<file path="config.mk">
export PLATFORM = sky130hd
export DESIGN_NAME = io_bus_controller_flat
export DESIGN_NICKNAME = d
export VERILOG_FILES = /design/src/rtl/io_bus_controller_pkg.sv /design/src/rtl/io_bus_controller_if.sv /design/src/rtl/io_bus_controller_sw_sync.sv /design/src/rtl/io_bus_controller.sv /design/src/flat_wrapper.sv
export SDC_FILE = /design/constraint.sdc
export NUM_CORES = 1
export LEC_CHECK = 0
export BUFFER_PORTS_ARGS = -buffer_cell sky130_fd_sc_hd__buf_2
export CORE_ASPECT_RATIO = 1.1
export CORE_MARGIN = 2
export CORE_UTILIZATION = 44
export CTS_CLUSTER_SIZE = 40
export DETAILED_ROUTE_END_ITERATION = 12
export PLACE_DENSITY = 0.7
export SYNTH_ARGS = -nofsm -noshare
export SYNTH_HDL_FRONTEND = slang
export SYNTH_SLANG_ARGS = --single-unit
</file>
<file path="constraint.sdc">
create_clock -name clk -period 1.83 [get_ports clk]
set_clock_uncertainty 0.15 [all_clocks]
set_input_delay 0.2745 -clock clk [delete_from_list [all_inputs] [get_ports clk]]
set_output_delay 0.2745 -clock clk [all_outputs]
set_load 0.05 [all_outputs]
</file>
<file path="src/rtl/io_bus_controller_pkg.sv">
// ============================================================================
// Module   : io_bus_controller_pkg
// Brief    : Shared command codes, I/O address map and read-select encoding.
// Revision : 1.0 - initial release
// ============================================================================
`default_nettype none

package io_bus_controller_pkg;

    localparam int ADDR_W = 9;
    localparam int DATA_W = 16;

    localparam logic [1:0] MNONE  = 2'b00;
    localparam logic [1:0] MREAD  = 2'b01;
    localparam logic [1:0] MWRITE = 2'b10;

    localparam logic [ADDR_W-1:0] ADDR_LED  = 9'h100;
    localparam logic [ADDR_W-1:0] ADDR_SW   = 9'h140;
    localparam logic [ADDR_W-1:0] ADDR_CHG  = 9'h141;
    localparam logic [ADDR_W-1:0] ADDR_CNT  = 9'h142;
    localparam logic [ADDR_W-1:0] ADDR_STAT = 9'h143;

    typedef enum logic [1:0] {
        SEL_NONE = 2'd0,
        SEL_RAM  = 2'd1,
        SEL_IO   = 2'd2
    } rd_sel_e;

    function automatic logic is_io_reg(input logic [ADDR_W-1:0] addr);
        return (addr == ADDR_LED) || (addr == ADDR_SW) || (addr == ADDR_CHG) ||
               (addr == ADDR_CNT) || (addr == ADDR_STAT);
    endfunction

endpackage

`default_nettype wire

</file>
<file path="src/rtl/io_bus_controller_if.sv">
// ============================================================================
// Module   : io_bus_controller_if
// Brief    : CPU memory-port and RAM-side bus bundle with CPU/controller views.
// Revision : 1.0 - initial release
// ============================================================================
`default_nettype none

interface io_bus_controller_if;
    import io_bus_controller_pkg::*;

    logic [1:0]        mem_cmd;
    logic [ADDR_W-1:0] mem_addr;
    logic [DATA_W-1:0] write_data;
    logic [DATA_W-1:0] read_data;
    logic              ram_write;
    logic [7:0]        ram_addr;
    logic [DATA_W-1:0] ram_din;
    logic [DATA_W-1:0] ram_dout;

    modport master (
        output mem_cmd, mem_addr, write_data, ram_dout,
        input  read_data, ram_write, ram_addr, ram_din
    );

    modport slave (
        input  mem_cmd, mem_addr, write_data, ram_dout,
        output read_data, ram_write, ram_addr, ram_din
    );

endinterface

`default_nettype wire

</file>
<file path="src/rtl/io_bus_controller_sw_sync.sv">
// ============================================================================
// Module   : io_bus_controller_sw_sync
// Brief    : Two-flop switch synchronizer with sticky per-bit change detect.
// Revision : 1.0 - initial release
// ============================================================================
`default_nettype none

module io_bus_controller_sw_sync (
    input  wire logic       clk,
    input  wire logic       reset,
    input  wire logic [7:0] sw_i,
    input  wire logic       clr_i,
    output logic      [7:0] sw_sync_o,
    output logic      [7:0] chg_o
);

    logic [7:0] meta_q;
    logic [7:0] sync_q;
    logic [7:0] prev_q;
    logic [7:0] chg_q;
    logic [7:0] chg_d;

    // A change seen on the clearing edge survives the clear.
    assign chg_d = (clr_i ? 8'h00 : chg_q) | (sync_q ^ prev_q);

    always_ff @(posedge clk or negedge reset) begin
        if (!reset) begin
            meta_q <= 8'h00;
            sync_q <= 8'h00;
            prev_q <= 8'h00;
            chg_q  <= 8'h00;
        end else begin
            meta_q <= sw_i;
            sync_q <= meta_q;
            prev_q <= sync_q;
            chg_q  <= chg_d;
        end
    end

    assign sw_sync_o = sync_q;
    assign chg_o     = chg_q;

endmodule

`default_nettype wire

</file>
<file path="src/rtl/io_bus_controller.sv">
// ============================================================================
// Module   : io_bus_controller
// Brief    : CPU memory-port decoder steering to RAM or on-chip I/O registers.
// Revision : 1.0 - initial release
// ============================================================================
`default_nettype none

module io_bus_controller
    import io_bus_controller_pkg::*;
(
    input  wire logic             clk,
    input  wire logic             reset,
    io_bus_controller_if.slave    bus,
    input  wire logic [7:0]       SW,
    output logic      [7:0]       LEDR,
    output logic                  bus_err
);

    logic              is_rd, is_wr, is_io_space;
    logic              chg_rd, chg_clr, err_set;
    logic [7:0]        sw_sync, chg;
    logic [7:0]        led_q;
    logic [15:0]       cnt_q;
    logic              err_q;
    logic              chg_rd_q;
    rd_sel_e           rd_sel_q, rd_sel_d;
    logic [DATA_W-1:0] io_rdata_q, io_rdata_d;

    assign is_rd       = (bus.mem_cmd == MREAD);
    assign is_wr       = (bus.mem_cmd == MWRITE);
    assign is_io_space = bus.mem_addr[8];

    assign bus.ram_write = is_wr && !is_io_space;
    assign bus.ram_addr  = bus.mem_addr[7:0];
    assign bus.ram_din   = bus.write_data;

    // CPU holds a read for several cycles; only its first cycle clears CHG.
    assign chg_rd  = is_rd && (bus.mem_addr == ADDR_CHG);
    assign chg_clr = chg_rd && !chg_rd_q;
    assign err_set = (is_rd || is_wr) && is_io_space && !is_io_reg(bus.mem_addr);

    io_bus_controller_sw_sync u_sw_sync (
        .clk       (clk),
        .reset     (reset),
        .sw_i      (SW),
        .clr_i     (chg_clr),
        .sw_sync_o (sw_sync),
        .chg_o     (chg)
    );

    always_comb begin
        io_rdata_d = '0;
        case (bus.mem_addr)
            ADDR_LED:  io_rdata_d = {8'h00, led_q};
            ADDR_SW:   io_rdata_d = {8'h00, sw_sync};
            ADDR_CHG:  io_rdata_d = {8'h00, chg};
            ADDR_CNT:  io_rdata_d = cnt_q;
            ADDR_STAT: io_rdata_d = {15'h0000, err_q};
            default:   io_rdata_d = '0;
        endcase
    end

    always_comb begin
        rd_sel_d = SEL_NONE;
        if (is_rd) begin
            rd_sel_d = is_io_space ? SEL_IO : SEL_RAM;
        end
    end

    always_ff @(posedge clk or negedge reset) begin
        if (!reset) begin
            led_q      <= 8'h00;
            cnt_q      <= 16'h0000;
            err_q      <= 1'b0;
            chg_rd_q   <= 1'b0;
            rd_sel_q   <= SEL_NONE;
            io_rdata_q <= '0;
        end else begin
            chg_rd_q   <= chg_rd;
            rd_sel_q   <= rd_sel_d;
            io_rdata_q <= io_rdata_d;

            if (is_wr && (bus.mem_addr == ADDR_LED)) begin
                led_q <= bus.write_data[7:0];
            end

            if (is_wr && (bus.mem_addr == ADDR_CNT)) begin
                cnt_q <= 16'h0000;
            end else begin
                cnt_q <= cnt_q + 16'h0001;
            end

            if (err_set) begin
                err_q <= 1'b1;
            end else if (is_wr && (bus.mem_addr == ADDR_STAT)) begin
                err_q <= 1'b0;
            end
        end
    end

    always_comb begin
        bus.read_data = '0;
        case (rd_sel_q)
            SEL_RAM: bus.read_data = bus.ram_dout;
            SEL_IO:  bus.read_data = io_rdata_q;
            default: bus.read_data = '0;
        endcase
    end

    assign LEDR    = led_q;
    assign bus_err = err_q;

endmodule

`default_nettype wire

</file>
<file path="src/flat_wrapper.sv">
// flat-port wrapper written by rule: the top's interface ports become plain ports
module io_bus_controller_flat import io_bus_controller_pkg::*;
  (clk, reset, SW, LEDR, bus_err, bus_mem_cmd, bus_mem_addr, bus_write_data, bus_ram_dout, bus_read_data, bus_ram_write, bus_ram_addr, bus_ram_din);
  io_bus_controller_if bus_i ();
  input  wire logic clk;
  input  wire logic reset;
  input  wire logic [7:0] SW;
  output logic      [7:0] LEDR;
  output logic bus_err;
  input wire logic [$bits(bus_i.mem_cmd)-1:0] bus_mem_cmd;
  input wire logic [$bits(bus_i.mem_addr)-1:0] bus_mem_addr;
  input wire logic [$bits(bus_i.write_data)-1:0] bus_write_data;
  input wire logic [$bits(bus_i.ram_dout)-1:0] bus_ram_dout;
  output wire logic [$bits(bus_i.read_data)-1:0] bus_read_data;
  output wire logic [$bits(bus_i.ram_write)-1:0] bus_ram_write;
  output wire logic [$bits(bus_i.ram_addr)-1:0] bus_ram_addr;
  output wire logic [$bits(bus_i.ram_din)-1:0] bus_ram_din;
  assign bus_i.mem_cmd = bus_mem_cmd;
  assign bus_i.mem_addr = bus_mem_addr;
  assign bus_i.write_data = bus_write_data;
  assign bus_i.ram_dout = bus_ram_dout;
  assign bus_read_data = bus_i.read_data;
  assign bus_ram_write = bus_i.ram_write;
  assign bus_ram_addr = bus_i.ram_addr;
  assign bus_ram_din = bus_i.ram_din;
  io_bus_controller u_core (.clk(clk), .reset(reset), .bus(bus_i), .SW(SW), .LEDR(LEDR), .bus_err(bus_err));
endmodule
</file>
# Yosys cells after proc, flatten, opt, wreduce, memory -nomap -nowiden

Index checks and enable logic that the tools add are counted.
W data, S select, Z words.

Output and inout port bits: 50
Register bits after elaboration: 76
Word-level logic and storage cells: 47

Mux-type cells: 8
Bitwise gates (word level): 2
Add/subtract/negate cells: 1
Equal/unequal tests: 9
Reduce and logical (&&, ||, !) cells: 17

Operators with widths:

| operator                | count |
|---|---|
| $pmux W16 S5            | 1 |
| $eq A9 B9 Y1 const B    | 5 |
| $pmux W16 S2            | 1 |
| $add A16 B1 Y16 const B | 1 |
| $mux W16                | 1 |
| $logic_and A1 B1 Y1     | 8 |
| $mux W8                 | 1 |
| $or A8 B8 Y8            | 1 |
| $xor A8 B8 Y8           | 1 |
| $logic_or A1 B1 Y1      | 5 |
| $eq A2 B1 Y1 const B    | 2 |
| $eq A2 B2 Y1 const B    | 2 |
| $mux W2                 | 2 |
| $logic_not A1 Y1        | 3 |
| $mux W1                 | 2 |
| $reduce_bool A2 Y1      | 1 |

# Logic depth before layout (Yosys ltp)

Depth after elaboration: 8
Depth in mapped cells: 7

# Cells and area by module

From an unflattened synthesis, not the netlist that was laid out.

Cell total of the unflattened synthesis: 304
Area total of the unflattened synthesis: 3,405.8 sq um

Modules (own cells, without submodules):

| module                    | cells an instance | times used | area each (sq um) |
|---|---|---|---|
| io_bus_controller         | 248               | 1          | 2,464.9 |
| io_bus_controller_sw_sync | 56                | 1          | 940.9 |

# Worst setup path after synthesis

OpenSTA, ideal clock, no wires.

Path type: register to output
From: reg u_core.rd_sel_q[0]
To: out bus_read_data[0]
Required time: 1.405 ns
Slack: -0.408 ns
Cell stages (with the launch flop): 7
Buffers on the path: 2
Data arrival time: 1.813 ns
Cells stage by stage: dfrtp_1 > inv_1 > ha_1 > clkbuf_1 > clkbuf_1 > a22oi_1 > nor2_1

Word-level cells in the longest chain between the ends: 2
Elaborated cells on any way between the ends: 3
Classes of those cells: eq/ne (2); mux (1)

Ends and longest elaborated chain:

| what                                         | line                     | RTL |
|---|---|---|
| start, declared                              | io_bus_controller.sv:26  | `rd_sel_e rd_sel_q, rd_sel_d;` |
| start signal, assigned                       | io_bus_controller.sv:80  | `rd_sel_q <= rd_sel_d;` |
| $eq A2 B2 Y1 or $eq A2 B1 Y1 (tied branches) | io_bus_controller.sv:103 | `case (rd_sel_q)` |
| $pmux W16 S2 *                               | io_bus_controller.sv:103 |  |
| end, declared                                | flat_wrapper.sv:14       | `output wire logic [$bits(bus_i.read_data)-1:0] bus_read_data;` |

Mark *: on every way between the ends. The rest lies on a longest branch, timed or not.

# Worst setup path after layout

From: reg u_core.rd_sel_q[1]
To: out bus_read_data[3]

Same word-level chain as after synthesis.

==> results.yml <==
pwr:
  p_per_area_nw_per_um2: 812
  vdd_ir_drop_max_uv: 474
  power_w: 0.00368
  leakage_nw: 2.01
critical_path:
  worstPathRequired_ns: 1.41
  crit_arrival_ns: 1.56
  cp_max_fo: 8
  crit_path_end_kind: "output port"
  crit_path_start_kind: "flop"
  reg2reg_depth: 5
  worst-setup-path-type: "reg2out"
sta:
  hold_viol_final: 0
  setup_slack_ns: -0.151
  finalSetupViolations: 16
  fin_crit_sh: 1.08
  slew_viol_final: 0
  slew_headroom: 0.746
  rsz0062_at_grt: "true"
  max_freq_mhz: 505
  worst_slew_pin_slew_ns: 0.380
  period_minus_slack_ns: 1.98
cts:
  post_cts_buffers: 0
  cts_buffers: 9
  cts-htree-levels: 3
  clk_path_buf_depth: 2
  clock_latency_ns: 0.34
  cts_tree: "done"
  root_buffer: "clkbuf_8"
  path_clk_slew_ns: 0.07
  clkSinkCount: 76
finish:
  final_cells: 498
  area_delta_synth_final_pct: 33.4
  diodes: 0
  drive_gt1_frac: 0.448
  post-route-util: 0.606
  finalInstanceArea_um2: 4530
  nets: 446
placed_design:
  placed_area_um2: 3990
  place_hpwl_mm: 4.91
  placedCellCount: 471
  post-place-ws_ns: -0.133
  port_buffers: 86
  gp_congestion: 0.805
logic_synthesis:
  synth_cell_type_count: 33
  syn_avg_cell_area_um2: 11.4
  ys_seq_area_frac: 0.560
  synth_cells: 298
  yosysTopAreaCell: "dfrtp_1"
  synth_warnings: 0
  synthArstFlopShare: 1.00
  synthMostInstantiatedCell: "dfrtp_1"
  syn-cell-area_um2: 3400
  ys.flop_type: "dfrtp_1"
  synth_top_area_share: 0.560
  synth_commonest_cells: "dfrtp_1 (76), nor2_1 (36), buf_4 (24)"
  synth-edff-count: 0
  syn-num-nets: 356
  yosys-top-cells-area: "dfrtp_1 (56%), buf_4 (5.3%), mux2_2 (5.3%), nor2_1 (4.0%), a22oi_1 (3.8%)"
  ys_seq_elements: 76
floorplan:
  rows: 33
  die_h_um: 96.2
  ios: 103
  start_util: 0.455
  design.core.area_um2: 7470
  dieArea_um2: 8440
  die_x_um: 87.8
global_routing:
  grt_pass1_wl_mm: 11.4
  antenna_found_initial: 0
  track_usage: 0.181
  grt_pass1_vias: 2388
  grt_overflow: 0
  grt_max_degree: 77
drt:
  drt-initial-drc-count: 110
  route.detailed.drc: 0
  drt_wl_total_mm: 7.07
  drt_pre_antenna_iters: 4
  via_per_inst: 4.97
  vias: 2476
  ant_nets: 0
  wl_per_cell_um: 14.2
hold_path:
  hold_class: "in2reg"
  min_path_cells: 2
status:
  outcome: "complete, but fails checks"
  violations: "setup timing"
flow_run:
  maxCapViolations: 0
==> area by class of cell <==
type | count | area (um2)
well taps | 105 | 131
fillers | 603 | 2940
inverters | 5 | 18.8
clock inverters | 6 | 65.1
clock buffers | 10 | 128
multi-input cells | 178 | 1420
repair buffers | 118 | 867
flip-flops and latches | 76 | 1900
==> sequential cells by signal (all words and copies together) (netlist names) <==
| register | flops |
|---|---|
| u_core.cnt_q | 16 |
| u_core.io_rdata_q | 16 |
| u_core.LEDR | 8 |
| u_core.u_sw_sync.chg_o | 8 |
| u_core.u_sw_sync.meta_q | 8 |
| u_core.u_sw_sync.prev_q | 8 |
| u_core.u_sw_sync.sw_sync_o | 8 |
| u_core.rd_sel_q | 2 |
| u_core.bus_err | 1 |
| u_core.chg_rd_q | 1 |
==> metrics by stage <==
stage | hold WS (ns) | TNS (ns)
2_1_floorplan | -0.171 | -1.54
3_3_place_gp | 0.179 | -0.830
3_5_place_dp | 0.186 | -1.00
4_1_cts | 0.00809 | -2.07
5_1_grt | 0.0181 | -3.33
6_report | 0.0248 | -2.18
==> cell usage in the layout, fill, tap and decap left out, types with 10 or more instances in the layout <==
cell type,count
buf_4,15
nand2_1,10
mux2_2,16
a22oi_2,15
nor2_1,22
nor2_4,10
and2_1,10
buf_6,19
buf_2,70
dfrtp_1,76
xor2_1,13
==> final timing paths <==
check / startpoint / to / slack [ns]
max: u_core.rd_sel_q[1]$_DFF_PN0_ / bus_read_data[3] / -0.15
min: bus_write_data[7] / u_core.LEDR[7]$_DFFE_PN0P_ / 0.02
max reg2reg: u_core.cnt_q[1]$_DFF_PN0_ / u_core.cnt_q[14]$_DFF_PN0_ / 0.14
min reg2reg: u_core.u_sw_sync.meta_q[0]$_DFF_PN0_ / u_core.u_sw_sync.sw_sync_o[0]$_DFF_PN0_ / 0.20
max in group asynchronous: reset / u_core.io_rdata_q[9]$_DFF_PN0_ / 0.88
min in group asynchronous: reset / u_core.u_sw_sync.sw_sync_o[3]$_DFF_PN0_ / 0.35
==> worst max-delay path, cell delays in order, from the launching register on <==
cell and delay [ns]:
dfrtp_1 0.43, inv_2 0.07, ha_4 0.18, clkbuf_16 0.16, a22oi_1 0.16, nor2_1 0.07, buf_6 0.15
==> metal layers <==
| metal | vias up | wire length, um | share of wire | track usage |
|---|---|---|---|---|
| met1 | 1165 | 3020 | 0.43 | 0.234 |
| met3 | 23 | 525 | 0.074 | 0.0377 |
| met5 | - | 0 | 0 | 0 |
| met2 | 104 | 3280 | 0.46 | 0.280 |
| li1 | 1184 | - | - | - |
| met4 | 0 | 240 | 0.034 | 0.110 |
==> timing repair <==
| action | 4_1_cts | 5_1_grt |
|---|---|---|
| gates cloned | 1 | 1 |
| endpoints found under the hold margin | 84 | 0 |
| endpoints found under the setup margin | 16 | 16 |
| pin swaps | 3 | 8 |
| resized for setup | 54 | 8 |
| hold buffers | 9 | 0 |
==> cells by family (layout without fill, tap and decap cells) <==
| group | after synthesis | in the layout | synth area share |
|---|---|---|---|
| compound gates | 44 | 44 | 0.0972 |
| xor+xnor | 21 | 21 | 0.0541 |
| fa+ha+maj | 5 | 5 | 0.0184 |
| buf+inv | 44 | 139 | 0.0766 |
| flops | 76 | 76 | 0.560 |
| mux | 17 | 17 | 0.0560 |
| simple gates | 91 | 91 | 0.138 |
==> report_power, final <==
| group | internal, W | switching (W) |
|---|---|---|
| Combinational | 0.000235 | 0.000310 |
| Sequential | 0.00178 | 0.000130 |
| Clock | 0.000629 | 0.000594 |
Note: power is estimated with default switching activity, not from simulation.
